File: src/rtl/nibble_word_assembler.sv
// nibble_word_assembler: pops nibbles from the channel queue head and packs NIBBLES of them into a word
// offered on a valid/ready port; flush drops a partial word, a presented word is only retired by ready.
module nibble_word_assembler #(
    parameter int NIBBLES = 4,
    parameter bit MSB_FIRST = 1'b1,
    localparam int W = 4 * NIBBLES
) (
    input  logic         clk,
    input  logic         reset,
    input  logic         q_empty,
    input  logic [3:0]   q_data,
    input  logic         q_push_req,
    output logic         q_pop,
    output logic         word_valid,
    output logic [W-1:0] word_data,
    input  logic         word_ready,
    input  logic         flush,
    output logic [7:0]   word_count
);
    typedef enum logic {COLLECT, HOLD} state_t;
    state_t state, state_next;
    logic [2:0] nib_cnt, slot;
    logic [W-1:0] sr, sr_ins;
    logic last, accept;
    always_comb begin
        sr_ins = sr;
        slot = MSB_FIRST ? 3'(NIBBLES - 1) - nib_cnt : nib_cnt;
        for (int i = 0; i < NIBBLES; i++)
            if (slot == 3'(i)) sr_ins[4*i +: 4] = q_data;
        last = nib_cnt == 3'(NIBBLES - 1);
        q_pop = 1'b0;
        accept = 1'b0;
        state_next = state;
        if (state == COLLECT) begin
            q_pop = !q_empty && !q_push_req && !flush && !reset;
            if (q_pop && last) state_next = HOLD;
        end else if (word_ready) begin
            accept = 1'b1;
            state_next = COLLECT;
        end
    end
    always_ff @(posedge clk) begin
        if (reset) begin
            state <= COLLECT;
            nib_cnt <= '0;
            sr <= '0;
            word_valid <= 1'b0;
            word_data <= '0;
            word_count <= '0;
        end else begin
            state <= state_next;
            if (state == COLLECT && flush) begin
                nib_cnt <= '0;
                sr <= '0;
            end else if (q_pop && last) begin
                word_data <= sr_ins;
                word_valid <= 1'b1;
                nib_cnt <= '0;
                sr <= '0;
            end else if (q_pop) begin
                sr <= sr_ins;
                nib_cnt <= nib_cnt + 3'd1;
            end
            if (accept) begin
                word_valid <= 1'b0;
                word_count <= word_count + 8'd1;
            end
        end
    end
endmodule

File: config.mk
export PLATFORM = sky130hd
export DESIGN_NAME = nibble_word_assembler
export DESIGN_NICKNAME = d
export VERILOG_FILES = /design/src/rtl/nibble_word_assembler.sv
export SDC_FILE = /design/constraint.sdc
export NUM_CORES = 1
export LEC_CHECK = 0
export CORE_UTILIZATION = 57
export CTS_BUF_LIST = sky130_fd_sc_hd__clkbuf_8
export DETAILED_ROUTE_END_ITERATION = 12
export PLACE_DENSITY = 0.86
export SLEW_MARGIN = 40
export SYNTH_ARGS = -nofsm -noshare
export SYNTH_HDL_FRONTEND = slang
export SYNTH_SLANG_ARGS = --single-unit
File: constraint.sdc
create_clock -name clk -period 5 [get_ports clk]
set_input_delay 0.75 -clock clk [delete_from_list [all_inputs] [get_ports clk]]
set_output_delay 0.75 -clock clk [all_outputs]
set_load 0.02 [all_outputs]
==> results.md <==
- CP Launch Type: input port
- Leakage: 0.811 nW
- Syn avg cell area: 9.28 sq um
- CTS H-tree lvls: 2
- Synthesis warning total: 0
- CTS root buffer: clkbuf_8
- Crit-path cells: clkdlybuf4s50_1, buf_4, or4_4, or2_1, inv_1, clkdlybuf4s50_1
- CP max FO: 29
- DRC: 0
- Mapped Area: about 1900 sq um
- Post-layout util: between 70% and 80%
- CP max-delay cell: clkdlybuf4s50_1
- Post-CTS Setup Inserts: 0
- Seq/Total Area, Yosys: between 40% and 50%
- Layout cells sized above 1: ~6.4%
- Max rail drop VDD: around 0.17 mV
- Antenna viol nets, final: 0
- Hold Fails Final Rpt: 0
- Crit-path most repeated cell: clkdlybuf4s50_1
- First-pass GRT wire length: about 6600 um
- Synth top area cells: dfxtp_1 (47%), mux2i_1 (8.9%), a211oi_1 (6.3%), nor2_1 (5.5%), ha_1 (3.9%)
- Skew final: between 0.009 and 0.01 ns
- Initial Util: about three fifths
- CTS Hold Buffers Added: 0
- Initial antenna violation count: 0
- Arrival @ worst endpoint: ~3.3 ns
- Slowest stage delay, CP: roughly 0.63 ns
- Crit Path Class: in -> out
- CTS tree: done
- Fin worst setup slack: between 0.9 and 1 ns
- Core ar.: 3100 sq um
- PD cells: 275 nW/um^2
- Routed len/inst: approximately 14 um
- Final worst-path cycle share: between 80 and 90%
- Top Ports: 36
- Critical Path RT: roughly 4.3 ns
- Mapped Cells: between 200 and 250
- PnR Total Power: approximately 0.65 mW
- Dpl hpwl: ~2900 um
- Yosys cell types: 32
- Fmax: around 250 MHz
- Post-Route WL: 3930 um
- CP Capture Type: primary output
- Clock sinks: 45
- Synth top area share: a little under half
- Die width: between 50 and 60 um
- Most frequent cells after synthesis: dfxtp_1 (45), nor2_1 (28), mux2i_1 (17)
- Worst-path clk slew: ~0.080 ns
- Total track usage: roughly 25%
- Status: finished clean
- Setup TNS: 0 ns
- Count leader, synth: dfxtp_1
- Dpl cells: between 200 and 300
- Finished Layout Cells: between 200 and 300
- Via density: 5.52
- Die height: around 60 um
- Via count: 1535
- Synth Register Bits: 45
- Total Die Area: approximately 3600 sq um
- Post-CTS resize count: 0
- Row count: 20
- Synth async-reset ratio: 0%
- Vias in the first global route: 1525
- Min-Delay Path Class: reg -> reg
- Fillers: 247
- Synthesis-to-layout area growth: 24.5%
- Max_cap viols: 0
- Total congestion overflow: 0
- Slew Viols, Final: 0
- Number of synthesized flops with an enable pin: 0
- Worst reg2reg path depth: 5
- Clock Path Buffers: 2
- Yosys top cell by area: dfxtp_1
- Ant. Diodes: 0
- Final hold slack: approximately 0.46 ns
- Largest net degree at the start of global routing: 30
- Worst slew pin tran: about 0.72 ns
- DRT iter0 DRCs: 58
- Dpl cell area: ~2300 sq um
- Nets: 249
- Post-Layout Inst Area: 2370 sq um
- Syn Nets: around 220
- Min cycle time layout: 4.03 ns
- Latest clock arrival within the worst-skew pair: about 0.30 ns
- Hold Path Cell Cnt: 2
- Top_reg_cell synth: dfxtp_1
- Num CTS Buffers: 5
- Pre-Repair DR Iteration Count: 4
- I/O Buffers: 35
- Rel. slew slack: 52.1%
- Gp weighted congestion: 0.817
- Pre-CTS WS: 0.961 ns
- Final setup vio count: 0
- RSZ-0062 raised after global routing: no
==> power breakdown <==
part	switching (mW)	internal, mW
registers	0.000343	0.358
logic	0.0142	0.0103
clock network	0.121	0.148
total	0.135	0.517
==> placed cells by master (no fill, tap or decap), types with 2 or more instances in the layout <==
cell	Yosys	final
xor2_1	6	6
nand4_1	4	4
clkbuf_8	0	5
or3_1	4	4
inv_1	6	7
clkdlybuf4s50_1	0	35
xnor2_1	2	2
nand3_1	13	13
and3_1	2	2
nor2b_1	3	3
nor2_1	28	28
o21ai_0	11	11
a21oi_1	6	5
ha_1	6	6
a21oi_2	1	2
mux2i_1	17	17
a211oi_1	16	16
dfxtp_1	45	45
nor3_1	2	2
nand2_1	8	8
==> registers in the layout (all words and copies together) (netlist names) <==
| name | flops |
|---|---|
| word_data | 16 |
| nib_cnt | 3 |
| sr | 16 |
| word_valid | 1 |
| state | 1 |
| word_count | 8 |
==> per-layer routing <==
metal / global-route usage, % / part of all wire, % / wire, um
met5: 0 / 0 / 0
met4: 11.6 / 1.6 / 63
met3: 5.63 / 6.4 / 252
met2: 43.3 / 51 / 1990
met1: 28.3 / 41 / 1630
==> area by class of cell <==
class | count | area (sq um) | share of cell area (%)
multi-input cells | 138 | 911 | 38.4
flip-flops and latches | 45 | 901 | 38.0
repair buffers | 37 | 369 | 15.6
clock buffers | 5 | 68.8 | 2.90
well taps | 44 | 55.1 | 2.32
clock inverters | 3 | 42.5 | 1.80
inverters | 6 | 22.5 | 0.950
==> path summary, 6_finish.rpt <==
check             start  slack [ns]    end
setup / recovery  reset        0.97  q_pop
hold / removal    sr[2]        0.46  sr[2]
setup reg to reg  state        2.81  sr[5]
hold reg to reg   sr[2]        0.46  sr[2]
==> worst max-delay path: cells and delay by family <==
family | cells | cell delay (ns)
buffers and inverters | 4 | 1.50
AND/OR/NAND/NOR | 2 | 1.01
==> cells by family (layout without fill, tap and decap cells) <==
| kind of cell | Yosys count | after routing | synth area share (%) |
|---|---|---|---|
| AO/OA/AOI/OAI | 36 | 36 | 12.1 |
| XOR/XNOR | 8 | 8 | 3.68 |
| adder cells (fa/ha/maj) | 6 | 6 | 3.94 |
| buffers and inverters | 22 | 51 | 5.33 |
| flip-flops | 45 | 45 | 47.3 |
| multiplexers | 18 | 18 | 9.53 |
| AND/OR/NAND/NOR | 70 | 70 | 18.1 |
Note: power is estimated with default switching activity, not from simulation.
